## config.mk

```make
export PLATFORM = sky130hd
export DESIGN_NAME = gbfwei_rd_arb
export DESIGN_NICKNAME = d
export VERILOG_FILES = /design/src/rtl/gbfwei_rd_arb.sv
export SDC_FILE = /design/constraint.sdc
export NUM_CORES = 1
export LEC_CHECK = 0
export ABC_AREA = 1
export CAP_MARGIN = 20
export CELL_PAD_IN_SITES_DETAIL_PLACEMENT = 1
export CELL_PAD_IN_SITES_GLOBAL_PLACEMENT = 2
export CORE_MARGIN = 5
export CORE_UTILIZATION = 11
export CTS_CLUSTER_DIAMETER = 100
export DETAILED_ROUTE_END_ITERATION = 10
export PLACE_DENSITY = 0.82
export SETUP_SLACK_MARGIN = 0.02
export SYNTH_ARGS = -nofsm -noshare
export SYNTH_HDL_FRONTEND = slang
export SYNTH_SLANG_ARGS = --single-unit
```

## constraint.sdc

```tcl
create_clock -name clk -period 1.9 [get_ports clk]
set_input_delay 0.19 -clock clk [delete_from_list [all_inputs] [get_ports clk]]
set_output_delay 0.19 -clock clk [all_outputs]
set_load 0.01 [all_outputs]
```

## src/rtl/gbfwei_rd_arb.sv

```systemverilog
// gbfwei_rd_arb: round-robin arbiter sharing the single GBFWEI weight read port among
// NUM_REQ weight distributors. One requester owns the port for a burst of up to MAX_BURST
// reads. Returning data is tagged through an id pipe so each read's valid strobe reaches
// its issuer, even after ownership has moved on.
// Optional build macro GBFWEI_ARB_PERF_EN adds the registered ArbStallCnt output.
module gbfwei_rd_arb #(
    parameter int unsigned NUM_REQ    = 4,
    parameter int unsigned ADDR_WIDTH = 12,
    parameter int unsigned PORT_WIDTH = 96,
    parameter int unsigned RD_LATENCY = 1,
    parameter int unsigned MAX_BURST  = 8
) (
    input  logic                          clk,
    input  logic                          rst_n,
    input  logic                          CTRLACT_FnhFrm,
    input  logic [NUM_REQ-1:0]            Req_Rqst,
    input  logic [NUM_REQ-1:0]            Req_EnRd,
    input  logic [NUM_REQ*ADDR_WIDTH-1:0] Req_AddrRd,
    output logic [NUM_REQ-1:0]            Req_BusyRd,
    output logic [NUM_REQ-1:0]            Req_DatVal,
    output logic [PORT_WIDTH-1:0]         Req_DatRd,
    output logic                          GBFWEI_EnRd,
    output logic [ADDR_WIDTH-1:0]         GBFWEI_AddrRd,
    input  logic                          GBFWEI_BusyRd,
`ifdef GBFWEI_ARB_PERF_EN
    output logic [31:0]                   ArbStallCnt,
`endif
    input  logic [PORT_WIDTH-1:0]         GBFWEI_DatRd
);

    localparam int unsigned     IdW      = (NUM_REQ > 1) ? $clog2(NUM_REQ) : 1;
    localparam int unsigned     CntW     = $clog2(MAX_BURST) + 1;
    localparam logic [CntW-1:0] BurstMax = CntW'(MAX_BURST);
    localparam logic [IdW-1:0]  LastId   = IdW'(NUM_REQ - 1);

    typedef enum logic [1:0] {StIdle, StOwn, StRelease} state_e;

    state_e          state_q, state_d;
    logic [IdW-1:0]  owner_q, owner_d;
    logic [IdW-1:0]  rr_ptr_q, rr_ptr_d;
    logic [CntW-1:0] burst_q, burst_d;
    // Remembers that the release was caused by a flush, so RELEASE restarts at requester 0
    logic            flush_pend_q, flush_pend_d;

    logic [RD_LATENCY-1:0] pipe_vld_q;
    logic [IdW-1:0]        pipe_id_q [RD_LATENCY];

    logic           own_act, rd_acc, burst_hit, pick_vld;
    logic [IdW-1:0] pick, owner_nxt;
    int             idx;

    // Circular first-set search over Req_Rqst starting at the round-robin pointer
    always_comb begin
        pick     = '0;
        pick_vld = 1'b0;
        idx      = 0;
        for (int k = 0; k < int'(NUM_REQ); k++) begin
            idx = int'(rr_ptr_q) + k;
            if (idx >= int'(NUM_REQ)) begin
                idx = idx - int'(NUM_REQ);
            end
            if (!pick_vld && Req_Rqst[idx[IdW-1:0]]) begin
                pick_vld = 1'b1;
                pick     = idx[IdW-1:0];
            end
        end
    end

    assign owner_nxt = (owner_q == LastId) ? '0 : owner_q + 1'b1;

    // Grant, read forwarding and burst-limit detection; Req_BusyRd never looks at Req_EnRd
    always_comb begin
        own_act    = (state_q == StOwn);
        Req_BusyRd = '1;
        for (int i = 0; i < int'(NUM_REQ); i++) begin
            Req_BusyRd[i] = !(own_act && (owner_q == IdW'(i))) || GBFWEI_BusyRd;
        end
        rd_acc        = own_act && Req_EnRd[owner_q] && !GBFWEI_BusyRd && !CTRLACT_FnhFrm;
        burst_hit     = rd_acc && ((burst_q + 1'b1) == BurstMax);
        GBFWEI_EnRd   = rd_acc;
        GBFWEI_AddrRd = own_act ? Req_AddrRd[owner_q*ADDR_WIDTH +: ADDR_WIDTH] : '0;
    end

    // Decode the pipe tail into the per-requester valid strobe
    always_comb begin
        Req_DatVal = '0;
        if (pipe_vld_q[RD_LATENCY-1]) begin
            Req_DatVal[pipe_id_q[RD_LATENCY-1]] = 1'b1;
        end
    end

    assign Req_DatRd = GBFWEI_DatRd;

    // Ownership FSM next-state: arbitrate in IDLE, hold in OWN, one-cycle bubble in RELEASE
    always_comb begin
        state_d      = state_q;
        owner_d      = owner_q;
        rr_ptr_d     = rr_ptr_q;
        burst_d      = burst_q;
        flush_pend_d = 1'b0;
        unique case (state_q)
            StIdle: begin
                if (CTRLACT_FnhFrm) begin
                    rr_ptr_d = '0;
                end else if (pick_vld) begin
                    owner_d = pick;
                    burst_d = '0;
                    state_d = StOwn;
                end
            end
            StOwn: begin
                if (rd_acc && (burst_q != BurstMax)) begin
                    burst_d = burst_q + 1'b1;
                end
                if (CTRLACT_FnhFrm) begin
                    state_d      = StRelease;
                    rr_ptr_d     = '0;
                    flush_pend_d = 1'b1;
                end else if (!Req_Rqst[owner_q] || burst_hit) begin
                    state_d = StRelease;
                end
            end
            StRelease: begin
                state_d  = StIdle;
                rr_ptr_d = (CTRLACT_FnhFrm || flush_pend_q) ? '0 : owner_nxt;
            end
            default: state_d = StIdle;
        endcase
    end

    // FSM and arbitration state registers
    always_ff @(posedge clk or negedge rst_n) begin
        if (!rst_n) begin
            state_q      <= StIdle;
            owner_q      <= '0;
            rr_ptr_q     <= '0;
            burst_q      <= '0;
            flush_pend_q <= 1'b0;
        end else begin
            state_q      <= state_d;
            owner_q      <= owner_d;
            rr_ptr_q     <= rr_ptr_d;
            burst_q      <= burst_d;
            flush_pend_q <= flush_pend_d;
        end
    end

    // Return-id pipe: one stage per cycle of GBFWEI read latency, emptied by a flush
    always_ff @(posedge clk or negedge rst_n) begin
        if (!rst_n) begin
            pipe_vld_q <= '0;
            for (int k = 0; k < int'(RD_LATENCY); k++) begin
                pipe_id_q[k] <= '0;
            end
        end else if (CTRLACT_FnhFrm) begin
            pipe_vld_q <= '0;
        end else begin
            pipe_vld_q[0] <= rd_acc;
            pipe_id_q[0]  <= owner_q;
            for (int k = 1; k < int'(RD_LATENCY); k++) begin
                pipe_vld_q[k] <= pipe_vld_q[k-1];
                pipe_id_q[k]  <= pipe_id_q[k-1];
            end
        end
    end

`ifdef GBFWEI_ARB_PERF_EN
    logic [31:0] stall_cnt_q;
    logic        stall_any;

    assign stall_any   = |(Req_Rqst & Req_BusyRd);
    assign ArbStallCnt = stall_cnt_q;

    // Saturating count of cycles where some requester wants the port but is held off
    always_ff @(posedge clk or negedge rst_n) begin
        if (!rst_n) begin
            stall_cnt_q <= '0;
        end else if (CTRLACT_FnhFrm) begin
            stall_cnt_q <= '0;
        end else if (stall_any && (stall_cnt_q != 32'hFFFF_FFFF)) begin
            stall_cnt_q <= stall_cnt_q + 32'd1;
        end
    end
`endif

endmodule

```

# After elaboration in Yosys (flattened, before gate mapping)
# Index checks and enable logic that the tools add are counted.
classes:
  add_sub_neg: 9
  mul: 1
  div: 0
  n_lt_le_gt_ge: 11
  n_eq_ne: 12
  shift: 1
  n_mux: 44
  bitwise: 1
  reduce_logical: 38
op_table:
  columns: ["operator", "n"]
  rows:
  - ["48-bit by 7-bit variable part select with 12-bit output", 1]
  - ["2-bit 2-to-1 mux", 15]
  - ["2-bit by 3-bit < comparator with 1-bit output (second input constant)", 6]
  - ["4-bit 2-to-1 mux", 4]
  - ["1-bit 2-to-1 mux", 14]
  - ["1-bit logical AND", 13]
  - ["1-bit binary-select mux with 2-bit select", 6]
  - ["12-bit 2-to-1 mux", 1]
  - ["1-bit zero test", 10]
  - ["3-bit greater-or-equal comparator (second input constant)", 3]
  - ["2-bit one-hot mux with 2 select lines", 2]
  - ["4-bit one-hot mux with 2 select lines", 1]
  - ["2-bit by 1-bit subtractor with 2-bit output (second input constant)", 4]
  - ["2-bit by 2-bit adder with 3-bit output (second input constant)", 2]
  - ["2-bit == test (second input constant)", 3]
  - ["1-bit logical OR", 6]
  - ["3-bit AND reduction", 2]
  - ["4-bit by 1-bit adder with 4-bit output (second input constant)", 1]
  - ["2-bit by 1-bit == test with 1-bit output (second input constant)", 2]
  - ["4-bit == test (second input constant)", 1]
  - ["2-bit zero test", 2]
  - ["2-bit by 2-bit multiplier with 4-bit output (second input constant)", 1]
  - ["2-bit by 1-bit inequality test with 1-bit output (second input constant)", 2]
  - ["2-bit inequality test (second input constant)", 2]
  - ["other kinds (12)", 13]
word_totals:
  reg_bits: 14
  latchBits: 0
  ramBits: 0
  mem_bits_ro: 0
  out_inout_bits: 117
  n_memories: 0

# Depth between registers and ports, before layout
# Gate-level depths: netlist of run 1.
depth:
  ltp_word: 17
  depth_mapped: 12
  depth_no_buf: 11

# Least setup slack after synthesis of run 1
# No wires, ideal clock.
synth_path:
  path_kind: "register to register"
  start: "register owner_q[1]"
  end: "register rr_ptr_q[1]"
  setup_time_ns: 0.126
  t_arrival_ns: 1.351
  path_slack_ns: 0.422
  stages_incl_launch_ff: 7
  synth_period_minus_slack_ns: 1.478
  path_cell_list: "dfrtp_1 -> clkbuf_1 -> inv_2 -> clkbuf_1 -> ha_1 -> nand3_1 -> o21ai_0"
synth_via:
  elab_chain_cells: 4
  elab_cells_between_ends: 5
  cone_classes: "add/sub: 1; eq/ne: 1; mux: 3"
synth_lines:
  columns: ["element", "line_no", "text"]
  rows:
  - ["start, declared", "39", "logic [IdW-1:0] owner_q, owner_d;"]
  - ["start signal, assigned", "141", "owner_q <= owner_d;"]
  - ["2-bit by 1-bit adder with 2-bit output / 2-bit == test (equally long branches)", "69", "assign owner_nxt = (owner_q == LastId) ? '0 : owner_q + 1'b1;"]
  - ["2-bit 2-to-1 mux (*)", "69", null]
  - ["2-bit 2-to-1 mux (*)", "125", "rr_ptr_d = (CTRLACT_FnhFrm || flush_pend_q) ? '0 : owner_nxt;"]
  - ["2-bit one-hot mux with 2 select lines (*)", "101", "unique case (state_q)"]
  - ["end signal, assigned", "142", "rr_ptr_q <= rr_ptr_d;"]
  - ["end, declared", "40", "logic [IdW-1:0] rr_ptr_q, rr_ptr_d;"]
# Every way passes the cells marked *; elsewhere a longest branch is shown, timed or not.
# A chain may end at the register's enable or synchronous reset.

# Worst setup path in the final report of run 1
layout_path:
  start: "register owner_q[1]"
  end: "output port Req_BusyRd[2]"
layout_via:
  elab_chain_cells: 4
layout_lines:
  columns: ["element", "line_no", "text"]
  rows:
  - ["2-bit == test", "76", "Req_BusyRd[i] = !(own_act && (owner_q == IdW'(i))) || GBFWEI_BusyRd;"]
  - ["1-bit logical AND", "76", null]
  - ["1-bit zero test", "76", null]
  - ["1-bit logical OR", "76", null]
  - ["end, declared", "19", "output logic [NUM_REQ-1:0] Req_BusyRd,"]
# No other way between the ends.

==> results of run 1 <==
-- worst reg2reg max path, delay by kind of cell (launching register included) --
family	cells	cell delay [ps]
flops	1	420
buf+inv	1	210
simple gates	9	850
-- how the worst max path moves through the flow --
stage                              start            end  slack (ps)  cells after the start
final                         owner_q[1]  Req_BusyRd[2]          90                      4
after global routing          owner_q[1]  Req_BusyRd[2]          30                      4
after CTS                     owner_q[0]    GBFWEI_EnRd          30                      6
after detailed placement  CTRLACT_FnhFrm    GBFWEI_EnRd         -60                      5
after global placement    CTRLACT_FnhFrm    GBFWEI_EnRd         -80                      5
after floorplan               owner_q[1]    rr_ptr_q[1]         420                      6
-- logic make-up (layout without fill, tap and decap cells) --
| kind of cell | Yosys count | in the layout | synth area share |
|---|---|---|---|
| compound gates | 49 | 49 | 0.107 |
| buf+inv | 130 | 123 | 0.373 |
| xor+xnor | 2 | 2 | 0.00755 |
| flops | 14 | 14 | 0.151 |
| fa+ha+maj | 7 | 7 | 0.0378 |
| simple gates | 163 | 163 | 0.324 |
-- sequential cells by signal (all words and copies together), names as in the netlist --
register / count
burst_q: 4
pipe_vld_q: 1
rr_ptr_q: 2
state_q: 2
pipe_id_q: 2
owner_q: 2
flush_pend_q: 1
-- cells in the mapped netlist --
library cell  count
o21bai_1          1
buf_4            97
buf_2             4
dfrtp_1          14
nand2_4           4
xnor2_1           1
nand3_4           1
nand2_1          61
nand3_1          18
a21oi_1          14
nand2_2           6
nor2_8            1
clkbuf_1          6
nor3_1            4
nand4_1           3
inv_2             6
o21ai_1          18
ha_1              7
o21ai_0          16
xor2_1            1
nor2_1           62
nor3_2            1
inv_1            16
nor2_4            1
buf_6             1
nand2_8           1
-- metal layers --
| metal | vias up | part of all wire |
|---|---|---|
| li1 | 1040 | - |
| met4 | 0 | 0.038 |
| met1 | 943 | 0.39 |
| met2 | 95 | 0.48 |
| met3 | 27 | 0.090 |
| met5 | - | 0 |
-- area by class of cell --
type	count	area, um^2	share of cell area
sequential	14	352	0.120
inverter	22	87.6	0.0300
clock buffer	4	88.8	0.0304
timing repair buffer	97	942	0.323
tap	275	344	0.118
multi-input combinational	221	1100	0.378
-- metrics by stage --
stage          total power, mW  hold slack [ps]  utilization  setup WS, ps  area, um^2
6_report                  3.07              259        0.140          85.7        2920
5_1_grt                   3.41              277        0.140          29.0        2920
4_1_cts                   3.16              268        0.140          30.7        2920
3_5_place_dp              2.73              380        0.136         -57.0        2840
3_3_place_gp              2.72              380        0.136         -84.1        2840
2_1_floorplan             2.06             -106            -           422        2320
-- where the power goes --
| part | internal, mW | switching (mW) | total [mW] |
|---|---|---|---|
| logic | 0.869 | 1.24 | 2.11 |
| clock network | 0.319 | 0.127 | 0.446 |
| registers | 0.391 | 0.130 | 0.521 |
| total | 1.58 | 1.49 | 3.07 |
-- what timing repair did --
| action | in CTS | in global routing |
|---|---|---|
| cloned | 0 | 0 |
| setup endpoints to repair | 15 | 1 |
| resized for setup | 22 | 2 |
==> results.yml, run 1 <==
yosys:
  ys_ff_latch: 14
  synth.distinct_cells: 26
  synth_fp_nets: 528
  synth_cells: 365
  synth_top_area_cell: "buf_4"
  yosys_warnings: 0
  synth_top_cell_area_share: 0.314
  syn_area_mm2: 0.00232
  seq_area_frac_synth: 0.151
  syn_avg_cell_area_um2: 6.36
  synth_area_leaders: "buf_4 (31%), dfrtp_1 (15%), nor2_1 (10%), nand2_1 (9.9%), nand3_1 (3.9%)"
critical_path:
  regToRegStartpoint: "rr_ptr_q[0]"
  r2r_slack_ps: 320
  crit_arrival_ps: 1620
  reg2reg_depth: 10
  crit_fanout: 8
  cp_cell_sequence: "buf_4 > ha_1 > nand2_1 > clkdlybuf4s50_1"
  cp-end-kind: "output port"
  cp_num_buf_inv: 2
  r2r-end: "burst_q[2]"
  crit_family: "buffers and inverters"
  critical_path.max_stage_delay_ps: 540
  required_ps: 1710
  cp_slowest_cell: "clkdlybuf4s50_1"
  critPathKind: "flip-flop to output port"
  cp-start-kind: "flip-flop"
route:
  dr.pass1.iters: 4
  via_count: 2105
  drtAntennaViolNets: 0
  viasPerCell: 3.33
  drc_errors: 0
  first_iter_violations: 40
  wirelength_um: 6910
  detail_route.wl_per_cell_um: 10.9
timing:
  slew_violations: 0
  fmax_mhz: 551
  max_slew_margin: 0.771
  finalSetupTns_ps: 0
  hold_viol: 0
  layout_min_cycle_time_ps: 1810
  tightest_slew_ps: 342
  setup_viol: 0
  fin_worst_skew_ps: 1.48
  finalCritPeriodShare: 0.955
  rsz0062_at_grt: "no"
die:
  die_x_um: 155
  die_y_um: 155
  rows: 53
  ios: 273
  die_area_mm2: 0.0241
  core_mm2: 0.0209
  start_util: 0.111
clock_tree:
  postCtsHoldBufs: 0
  post-cts-setup-buffers: 0
  numCtsBuffers: 3
  clk-insertion-delay-late_ps: 240
  clk_path_buf_depth: 2
  htreeDepth: 1
  cts_sinks: 14
  clock-root-buffer: "clkbuf_16"
  cts_tree: "yes"
  cts.reportedPaths.clkPinSlew_ps: 50
grt:
  grt-ovfl-total: 0
  grtUsageMet1: 0.0607
  grt_pass1_wl_um: 11000
  grt_max_degree: 25
  grt_util_met2: 0.0982
  grtUsageTotal: 0.0567
  grt_pass1_vias: 2218
  grtUsageMet3: 0.0172
  top_usage_layer: "met2"
  antenna_found_initial: 0
layout:
  layout_common_cells: "clkdlybuf4s50_1 (64), nor2_1 (62), nand2_1 (61)"
  final_common_cell: "clkdlybuf4s50_1"
  fillers: 2547
  fin_cells: 633
  syn_to_final_growth_pct: 25.8
  drive_above_1_share: 0.123
  fin_nets: 522
  n_antenna_cell: 0
power:
  leakage_nw: 1.26
  power_density_mw_per_mm2: 1050
  vdd_drop_max_mv: 0.288
worst_hold_path:
  min_path_type: "input port to async pin"
placement:
  gp_congestion: 0.730
  dp_hpwl_um: 5880
  dp_cells: 629
  io_buffers: 80
run:
  max-cap-violations: 0
status:
  status: "complete, no violations"
Power figures use the tool's default switching activity.
==> run 2, diff against run 1 <==
--- a/config.mk
+++ b/config.mk
@@ -11,7 +11,7 @@
 export CELL_PAD_IN_SITES_GLOBAL_PLACEMENT = 2
 export CORE_MARGIN = 5
 export CORE_UTILIZATION = 11
-export CTS_CLUSTER_DIAMETER = 100
+export CTS_CLUSTER_DIAMETER = 30
 export DETAILED_ROUTE_END_ITERATION = 10
 export PLACE_DENSITY = 0.82
 export SETUP_SLACK_MARGIN = 0.02
==> results of run 2 <==
Final layout, timing and power as in run 1 (identical DEF).
